`src/rtl/sd_spi_pkg.sv`:
```
// sd_spi_pkg: shared constants, R1 layout and FSM states for the SD SPI responder.
// Latency: n/a (definitions only).
// Backpressure: n/a.
package sd_spi_pkg;

  // Command indices the responder understands
  localparam logic [5:0] CMD_GO_IDLE      = 6'd0;
  localparam logic [5:0] CMD_SEND_IF_COND = 6'd8;
  localparam logic [5:0] ACMD_SEND_OP     = 6'd41;
  localparam logic [5:0] CMD_APP_CMD      = 6'd55;

  // R1 response bit positions
  localparam int R1_IDLE_BIT    = 0;
  localparam int R1_ERASE_BIT   = 1;
  localparam int R1_ILLEGAL_BIT = 2;
  localparam int R1_CRC_ERR_BIT = 3;

  // CRC7 generator x^7 + x^3 + 1, high term implicit
  localparam logic [6:0] CRC7_POLY = 7'h09;

  // Accepted CMD8 supply-voltage code (2.7-3.6 V)
  localparam logic [3:0] R7_VHS_OK = 4'h1;

  typedef enum logic [2:0] {
    S_IDLE,
    S_RX,
    S_DECODE,
    S_NCR,
    S_TX
  } state_t;

  function automatic logic [7:0] r1_byte(input logic idle, input logic illegal,
                                         input logic crc_err);
    logic [7:0] r;
    r                 = 8'h00;
    r[R1_IDLE_BIT]    = idle;
    r[R1_ILLEGAL_BIT] = illegal;
    r[R1_CRC_ERR_BIT] = crc_err;
    return r;
  endfunction

endpackage

```
`src/rtl/sd_crc7.sv`:
```
// sd_crc7: serial CRC7 over a bit stream, one bit per enabled cycle, MSB first.
// Latency: result reflects a bit one clk_ref cycle after its enable.
// Backpressure: none; clr has priority over en.
module sd_crc7
  import sd_spi_pkg::*;
(
  input  logic       clk_ref,
  input  logic       rst,
  input  logic       clr,
  input  logic       en,
  input  logic       bit_in,
  output logic [6:0] crc
);

  logic       fb;
  logic [6:0] crc_next;

  // Next CRC value: shift left, fold in the polynomial when the feedback is set
  always_comb begin
    fb       = crc[6] ^ bit_in;
    crc_next = {crc[5:0], 1'b0} ^ (fb ? CRC7_POLY : 7'h00);
  end

  // CRC register
  always_ff @(posedge clk_ref or negedge rst) begin
    if (!rst) begin
      crc <= 7'h00;
    end else if (clr) begin
      crc <= 7'h00;
    end else if (en) begin
      crc <= crc_next;
    end
  end

endmodule

```
`src/rtl/sd_spi_responder.sv`:
```
// sd_spi_responder: SD-card SPI-mode responder for CMD0/CMD8/CMD55/ACMD41 (R1/R7); CRC7 check under SDR_CRC_CHECK_EN.
// Latency: NCR_BYTES of 0xFF after the end bit, then the response; sd_miso follows sd_clk falls by SYNC_STAGES+1 clk_ref.
// Backpressure: none; the host paces everything with sd_clk, and sd_cs high aborts to idle at once.
module sd_spi_responder
  import sd_spi_pkg::*;
#(
  parameter int NCR_BYTES       = 1,
  parameter int ACMD41_BUSY_CNT = 2,
  parameter int SYNC_STAGES     = 2
) (
  input  logic       clk_ref,
  input  logic       rst,
  input  logic       sd_clk,
  input  logic       sd_cs,
  input  logic       sd_mosi,
  output logic       sd_miso,
  output logic       cmd_valid,
  output logic [5:0] cmd_index,
  output logic       card_ready
);

  // A zero-width counter is not legal, so a busy count of 0 still gets one bit
  localparam int BUSY_W_RAW = $clog2(ACMD41_BUSY_CNT + 1);
  localparam int BUSY_W     = (BUSY_W_RAW < 1) ? 1 : BUSY_W_RAW;
  localparam logic [BUSY_W-1:0] BUSY_MAX = BUSY_W'(ACMD41_BUSY_CNT);

  localparam int NCR_BITS = NCR_BYTES * 8;
  localparam int NCR_W    = $clog2(NCR_BITS + 1);
  localparam logic [NCR_W-1:0] NCR_LAST = NCR_W'(NCR_BITS - 1);

  // Synchronizers and edge detection
  logic [SYNC_STAGES-1:0] clk_sync, cs_sync, mosi_sync;
  logic clk_s, cs_s, mosi_s, clk_prev;
  logic sck_rise, sck_fall;

  // FSM and datapath
  state_t      state, next_state;
  logic [47:0] rx_sr;
  logic [5:0]  bit_cnt;
  logic [NCR_W-1:0] ncr_cnt;
  logic [39:0] tx_sr;
  logic [5:0]  tx_cnt;
  logic        tx_long;

  // Card state
  logic              idle, app_flag, cmd0_seen;
  logic [BUSY_W-1:0] busy_cnt;
  logic [5:0]        idx_q;

  // Decode results
  logic [5:0]        idx;
  logic              framed, crc_ok, accept;
  logic [39:0]       resp;
  logic              resp_long;
  logic              nxt_idle, nxt_app, nxt_seen;
  logic [BUSY_W-1:0] nxt_busy;
  logic [3:0]        vhs_echo;

  assign clk_s  = clk_sync[SYNC_STAGES-1];
  assign cs_s   = cs_sync[SYNC_STAGES-1];
  assign mosi_s = mosi_sync[SYNC_STAGES-1];
  assign sck_rise = clk_s & ~clk_prev;
  assign sck_fall = ~clk_s & clk_prev;

  assign idx    = rx_sr[45:40];
  assign framed = ~rx_sr[47] & rx_sr[46] & rx_sr[0];
  assign vhs_echo = (rx_sr[19:16] == R7_VHS_OK) ? R7_VHS_OK : 4'h0;

  // Argument bits the responder never looks at
  logic unused_arg;
  assign unused_arg = ^rx_sr[39:20];

`ifdef SDR_CRC_CHECK_EN
  logic [6:0] crc_val;
  logic       crc_clr, crc_en;

  // The start bit is 0 and the CRC is cleared in idle, so skipping it does not change the result
  assign crc_clr = (state == S_IDLE);
  assign crc_en  = (state == S_RX) && sck_rise && (bit_cnt < 6'd40);

  sd_crc7 u_crc7 (
    .clk_ref (clk_ref),
    .rst     (rst),
    .clr     (crc_clr),
    .en      (crc_en),
    .bit_in  (mosi_s),
    .crc     (crc_val)
  );

  // Only CMD0 and CMD8 are CRC-checked; everything else passes
  assign crc_ok = ((idx != CMD_GO_IDLE) && (idx != CMD_SEND_IF_COND)) ||
                  (crc_val == rx_sr[7:1]);
`else
  logic unused_crc;
  assign unused_crc = ^rx_sr[7:1];
  assign crc_ok = 1'b1;
`endif

  // Bring sd_clk, sd_cs and sd_mosi into the clk_ref domain
  always_ff @(posedge clk_ref or negedge rst) begin
    if (!rst) begin
      clk_sync  <= '0;
      cs_sync   <= '1;
      mosi_sync <= '1;
      clk_prev  <= 1'b0;
    end else begin
      for (int i = SYNC_STAGES - 1; i > 0; i--) begin
        clk_sync[i]  <= clk_sync[i-1];
        cs_sync[i]   <= cs_sync[i-1];
        mosi_sync[i] <= mosi_sync[i-1];
      end
      clk_sync[0]  <= sd_clk;
      cs_sync[0]   <= sd_cs;
      mosi_sync[0] <= sd_mosi;
      clk_prev     <= clk_s;
    end
  end

  // FSM state register
  always_ff @(posedge clk_ref or negedge rst) begin
    if (!rst) begin
      state <= S_IDLE;
    end else begin
      state <= next_state;
    end
  end

  // Next state, command decode, response build and card-state update
  always_comb begin
    next_state = state;
    accept     = 1'b0;
    resp       = '1;
    resp_long  = 1'b0;
    nxt_idle   = idle;
    nxt_app    = app_flag;
    nxt_busy   = busy_cnt;
    nxt_seen   = cmd0_seen;
    if (cs_s) begin
      next_state = S_IDLE;
    end else begin
      unique case (state)
        S_IDLE: if (sck_rise && !mosi_s) next_state = S_RX;
        S_RX:   if (sck_rise && (bit_cnt == 6'd47)) next_state = S_DECODE;
        S_DECODE: begin
          next_state = S_IDLE;
          // Until the first CMD0 the card is deaf to everything else
          if (framed && (cmd0_seen || (idx == CMD_GO_IDLE))) begin
            accept     = 1'b1;
            next_state = S_NCR;
            if (!crc_ok) begin
              resp[39:32] = r1_byte(idle, 1'b0, 1'b1);
            end else begin
              nxt_app = 1'b0;
              unique case (idx)
                CMD_GO_IDLE: begin
                  resp[39:32] = r1_byte(1'b1, 1'b0, 1'b0);
                  nxt_idle    = 1'b1;
                  nxt_busy    = '0;
                  nxt_seen    = 1'b1;
                end
                CMD_SEND_IF_COND: begin
                  resp      = {8'h01, 8'h00, 8'h00, 4'h0, vhs_echo, rx_sr[15:8]};
                  resp_long = 1'b1;
                end
                CMD_APP_CMD: begin
                  resp[39:32] = r1_byte(idle, 1'b0, 1'b0);
                  nxt_app     = 1'b1;
                end
                ACMD_SEND_OP: begin
                  if (!app_flag) begin
                    resp[39:32] = r1_byte(idle, 1'b1, 1'b0);
                  end else if (busy_cnt < BUSY_MAX) begin
                    resp[39:32] = 8'h01;
                    nxt_busy    = busy_cnt + 1'b1;
                  end else begin
                    resp[39:32] = 8'h00;
                    nxt_idle    = 1'b0;
                  end
                end
                default: resp[39:32] = r1_byte(idle, 1'b1, 1'b0);
              endcase
            end
          end
        end
        S_NCR: if (sck_fall && (ncr_cnt == NCR_LAST)) next_state = S_TX;
        S_TX:  if (sck_fall && (tx_cnt == (tx_long ? 6'd39 : 6'd7))) next_state = S_IDLE;
        default: next_state = S_IDLE;
      endcase
    end
  end

  // Receive shifter, NCR/TX counters, transmit shifter and the sd_miso register
  always_ff @(posedge clk_ref or negedge rst) begin
    if (!rst) begin
      rx_sr   <= '1;
      bit_cnt <= '0;
      ncr_cnt <= '0;
      tx_sr   <= '1;
      tx_cnt  <= '0;
      tx_long <= 1'b0;
      sd_miso <= 1'b1;
    end else begin
      if (sck_rise && ((state == S_IDLE) || (state == S_RX))) begin
        rx_sr <= {rx_sr[46:0], mosi_s};
      end
      if (state == S_IDLE) begin
        bit_cnt <= 6'd1;
      end else if ((state == S_RX) && sck_rise) begin
        bit_cnt <= bit_cnt + 1'b1;
      end
      if (state == S_DECODE) begin
        ncr_cnt <= '0;
        tx_sr   <= resp;
        tx_long <= resp_long;
        tx_cnt  <= '0;
      end else if ((state == S_NCR) && sck_fall) begin
        ncr_cnt <= ncr_cnt + 1'b1;
      end else if ((state == S_TX) && sck_fall) begin
        tx_sr  <= {tx_sr[38:0], 1'b1};
        tx_cnt <= tx_cnt + 1'b1;
      end
      if (cs_s) begin
        sd_miso <= 1'b1;
      end else if (sck_fall) begin
        sd_miso <= (state == S_TX) ? tx_sr[39] : 1'b1;
      end
    end
  end

  // Card state: idle, app flag, ACMD41 busy count, CMD0 seen, last index
  always_ff @(posedge clk_ref or negedge rst) begin
    if (!rst) begin
      idle      <= 1'b1;
      app_flag  <= 1'b0;
      busy_cnt  <= '0;
      cmd0_seen <= 1'b0;
      idx_q     <= '0;
    end else if (accept) begin
      idle      <= nxt_idle;
      app_flag  <= nxt_app;
      busy_cnt  <= nxt_busy;
      cmd0_seen <= nxt_seen;
      idx_q     <= idx;
    end
  end

  assign cmd_valid  = accept;
  assign cmd_index  = accept ? idx : idx_q;
  assign card_ready = ~idle;

endmodule

```
`config.mk`:
```
export PLATFORM = sky130hd
export DESIGN_NAME = sd_spi_responder
export DESIGN_NICKNAME = d
export VERILOG_FILES = /design/src/rtl/sd_spi_pkg.sv /design/src/rtl/sd_crc7.sv /design/src/rtl/sd_spi_responder.sv
export SDC_FILE = /design/constraint.sdc
export NUM_CORES = 1
export LEC_CHECK = 0
export CAP_MARGIN = 25
export CORE_MARGIN = 2
export CORE_UTILIZATION = 35
export DETAILED_ROUTE_END_ITERATION = 10
export PLACE_DENSITY_LB_ADDON = 0.08
export SLEW_MARGIN = 20
export SYNTH_ARGS = -nofsm -noshare
export SYNTH_HDL_FRONTEND = slang
export SYNTH_SLANG_ARGS = --single-unit
```
`constraint.sdc`:
```
create_clock -name clk_ref -period 7.4 [get_ports clk_ref]
set_clock_uncertainty 0.1 [all_clocks]
set_input_delay 1.48 -clock clk_ref [delete_from_list [all_inputs] [get_ports clk_ref]]
set_output_delay 1.48 -clock clk_ref [all_outputs]
set_load 0.01 [all_outputs]
```
==> Word-level counts from Yosys, hierarchy flattened <==
Cells that the tools add are included.
{ "classes": {"add_sub_neg": 4, "magnitude_cmp": 1, "eq_ne": 19, "n_mux": 42, "bitwise": 9, "reduce_logical": 26} }
{ "op_table": {"columns": ["cell", "count"], "rows": [
  ["40-bit 2-to-1 mux", 5],
  ["6-bit 2-to-1 mux", 7],
  ["32-bit 2-to-1 mux", 1],
  ["8-bit one-hot mux with 3 select lines", 1],
  ["6-bit equality test, second input constant", 3],
  ["3-bit 2-to-1 mux", 5],
  ["3-bit one-hot mux with 5 select lines", 1],
  ["1-bit 2-to-1 mux", 14],
  ["7-bit AND reduction", 2],
  ["6-bit by 1-bit adder with 6-bit output, second input constant", 2],
  ["3-bit != test, second input constant", 4],
  ["2-bit nonzero test", 5],
  ["1-bit logical AND", 9],
  ["4-bit 2-to-1 mux", 2],
  ["8-bit 2-to-1 mux", 1],
  ["2-bit != test, second input constant", 4],
  ["4-bit AND reduction", 2],
  ["3-bit by 2-bit equality test with 1-bit output, second input constant", 2],
  ["6-bit by 4-bit equality test with 1-bit output, second input constant", 1],
  ["6-bit equality test", 1],
  ["6-bit logical NOT", 1],
  ["2-bit 2-to-1 mux", 3],
  ["1-bit NOT", 5],
  ["5-bit AND reduction", 1],
  ["15 further kinds", 19]
]} }
{ "totals": {"reg_bits": 127, "inputBits": 5, "out_inout_bits": 9, "word_cells": 118} }

==> Logic depth before layout (Yosys ltp) <==
{ "logic_depth": {"word_depth": 8, "depth_mapped": 8, "ltp_nobuf": 5} }

==> Least setup slack after synthesis <==
OpenSTA, ideal clock, no wires.
{ "synth_timing": {"path_kind": "reg2out", "start": "reg state[0]", "end": "out cmd_index[3]", "arrival_time_ps": 2219, "required_time_ps": 5820, "path_slack_ps": 3601, "stages_incl_launch_ff": 9, "n_path_buf": 4, "cell_sequence": "dfrtp_1 > buf_6 > or3b_1 > buf_2 > or4_1 > buf_2 > nor2_4 > buf_6 > mux2_4"} }
{ "synth_between": {"elab_chain_len": 4} }
{ "synth_lines": {"columns": ["item", "line", "source"], "rows": [
  ["start, declared", "sd_spi_responder.sv:37", "state_t state, next_state;"],
  ["start signal, assigned", "sd_spi_responder.sv:124", "state <= next_state;"],
  ["3-bit by 2-bit equality test with 1-bit output", "sd_spi_responder.sv:141", "unique case (state)"],
  ["1-bit 2-to-1 mux", "sd_spi_responder.sv:141", null],
  ["1-bit 2-to-1 mux", "sd_spi_responder.sv:138", "if (cs_s) begin"],
  ["via cmd_valid", "sd_spi_responder.sv:17", "output logic cmd_valid,"],
  ["6-bit 2-to-1 mux", "sd_spi_responder.sv:248", "assign cmd_index = accept ? idx : idx_q;"],
  ["end, declared", "sd_spi_responder.sv:18", "output logic [5:0] cmd_index,"]
]} }
The timed path passes the listed nets, and every way through them passes these cells.

==> Final worst setup path <==
{ "layout_timing": {"start": "reg state[0]", "end": "out cmd_index[5]"} }
{ "layout_between": {"elab_chain_len": 4} }
{ "layout_lines": {"columns": ["item", "line"], "rows": [
  ["3-bit by 2-bit equality test with 1-bit output", "sd_spi_responder.sv:141"],
  ["1-bit 2-to-1 mux", "sd_spi_responder.sv:141"],
  ["1-bit 2-to-1 mux", "sd_spi_responder.sv:138"],
  ["6-bit 2-to-1 mux", "sd_spi_responder.sv:248"]
]} }
Every way passes these cells.

==> flow_metrics.tcl <==
set metrics [dict create \
    status "finished clean" \
    wl_um 10500 \
    setup_tns_ns 0 \
    synth_top_cell_area_share_pct 44.8 \
    finalSetupViolCount 0 \
    avgRoutedWirePerCell_um 15.1 \
    avgSynthCellArea_um2 12.0 \
    stdcell_area_mm2 0.00644 \
    antenna_found_initial 0 \
    cts_tree "done" \
    finalHoldViolations 0 \
    ys.flop_type "dfstp_2" \
    multi_input_area_mm2 0.00208 \
    netlist_area_mm2 0.00551 \
    cts_buffer_depth 2 \
    clkSinkCount 127 \
    holdWs_ns 0.260 \
    drcViolationCount 0 \
    synth_edf_count 0 \
    io_pins 14 \
    holdCritStartpoint "clk_sync[0]" \
    hpwlAfterDp_um 6140 \
    route.vias.total 3435 \
    grt_max_degree 78 \
    diodes 0 \
    layout_common_cells "dfstp_2 (94), mux2_2 (52), nand2_1 (48)" \
    critPathRequiredTime_ns 5.82 \
    cp-start-kind "flop" \
    fmax_ghz 0.190 \
    ctsResizeCount 0 \
    final_common_cell "dfstp_2" \
    cts_hold_buf 0 \
    cap_violations 0 \
    syn_inst 461 \
    rows 45 \
    firstDrtPassIters 4 \
    antenna_left 0 \
    fill_cells 1466 \
    crit_type "flop to output pin" \
    area.sequential_mm2 0.00330 \
    port_buffers 13 \
    power.density_mw_per_mm2 330 \
    finalNetCount 478 \
    start_util_pct 36.0 \
    netlist-cell-type-count 53 \
    grt_usage_pct 14.0 \
    yosys_warnings 0 \
    drt_iter0_markers 156 \
    synthTopCellsByArea "dfstp_2 (45%), dfrtp_1 (15%), mux2_2 (11%)" \
    fin_crit_sh_pct 71.0 \
    dieArea_mm2 0.0168 \
    critical_path.startpoint "state[0]" \
    viasPerCell 4.95 \
    slew_headroom_pct 45.9 \
    r2r_start "state[0]" \
    numCtsBuffers 17 \
    place.gp.congestion 0.774 \
    crit_path_end_kind "output pin" \
    grt_pass1_wl_um 18000 \
    crit_fanout 16 \
    cts.htree.levels 4 \
    hold_class "flop to flop" \
    slew_viol_final 0 \
    cts_setup_buffers 0 \
    p_leak_nw 2.60 \
    critPathArrivalTime_ns 3.68 \
    clock_latency_ns 0.42 \
    place_area_mm2 0.00583 \
    grt.overflow.total 0 \
    timing.final.crit_period_ns 5.26 \
    die_height_um 129 \
    synth_seq_area_share_pct 59.8 \
    ys_ff_latch 127 \
    tightest_slew_ns 0.809 \
    die_w_um 129 \
    synthArstFlopShare_pct 100 \
    drive_above_1_share_pct 40.0 \
    clk_pin_slew_ns 0.06 \
    cts_root_buf "clkbuf_16" \
    area_growth_pct 16.9 \
    rsz0062_at_grt "false" \
    synth_area_leader_cell "dfstp_2" \
    coreArea_mm2 0.0153 \
    vdd_drop_max_mv 0.202 \
    grt_pass1_vias 3481 \
    syn_nets 469 \
]
final cells by class:
type / instances / share of cell area (%)
Sequential cell: 127 / 51.2
Timing Repair Buffer: 19 / 2.88
Clock inverter: 7 / 1.15
Clock buffer: 25 / 8.04
Inverter: 5 / 0.291
Multi-Input combinational cell: 300 / 32.4
Tap cell: 211 / 4.10
synth_stat cells (all sizes together), types with 2 or more instances:
library cell   n
a21oi         36
a2bb2oi        7
a31o           3
and2           2
and3           5
and4           3
buf            6
clkbuf        23
dfrtp         33
dfstp         94
ha             3
inv            5
mux2          54
mux2i          8
nand2         48
nand2b         3
nand3         13
nand4          5
nor2          16
nor3           6
nor3b          4
o21ai         43
o22ai          2
o31ai          3
or3            5
xnor2          2
xor2           8
report_power, final:
group          switching [W]  total, W  internal, W
Sequential          0.000102   0.00106     0.000960
Combinational       0.000120  0.000243     0.000123
Clock               0.000301  0.000822     0.000521
Total               0.000522   0.00213      0.00160
sequential cells by signal (all words and copies together), names as in the netlist, 2 cells and up:
name,count
clk_sync,2
mosi_sync,2
tx_sr,40
ncr_cnt,4
state,3
idx_q,6
tx_cnt,6
busy_cnt,2
bit_cnt,6
rx_sr,48
cs_sync,2
cells by family (layout without fill, tap and decap cells):
group,Yosys count,after routing,synth area share [%]
compound gates,106,106,11.3
xor+xnor,10,10,1.59
fa+ha+maj,3,3,0.681
buf+inv,34,56,2.68
flops,127,127,59.8
mux,62,62,12.6
simple gates,119,119,11.3
critical path: stages (launching register included):
cell	delay, ns
dfrtp_1	0.55
or3b_1	0.72
or4_1	0.71
nor2_4	0.39
mux2_2	0.40
clkdlybuf4s50_1	0.48
layer usage:
layer / up-vias / GRT usage (%) / part of all wire (%) / wire [um]
met5: - / 0 / 0 / 0
met3: 17 / 4.34 / 3.7 / 383
met1: 1700 / 19.2 / 50 / 5200
met2: 55 / 20.2 / 45 / 4670
li1: 1663 / - / - / -
met4: 0 / 6.45 / 2.2 / 230
final timing paths:
| kind | to | slack, ns | depth (start not counted) |
|---|---|---|---|
| max | cmd_index[5] | 2.14 | 5 |
| min | clk_sync[1] | 0.26 | 0 |
| max reg2reg | idx_q[5] | 4.40 | 4 |
| min reg2reg | clk_sync[1] | 0.26 | 0 |
| max in group asynchronous | bit_cnt[0] | 5.25 | 2 |
| min in group asynchronous | tx_long | 0.93 | 1 |
through the flow:
stage                     cells  total power (W)  worst slack [ns]  utilization (%)
final                       694          0.00213              2.14             42.1
after global routing        694          0.00226              1.95             42.1
after CTS                   693          0.00216              2.11             41.9
after detailed placement    661          0.00132              2.57             38.0
after global placement      661          0.00131              2.63             38.0
after floorplan             461          0.00124              3.60                -
(Power assumes the default switching activity.)
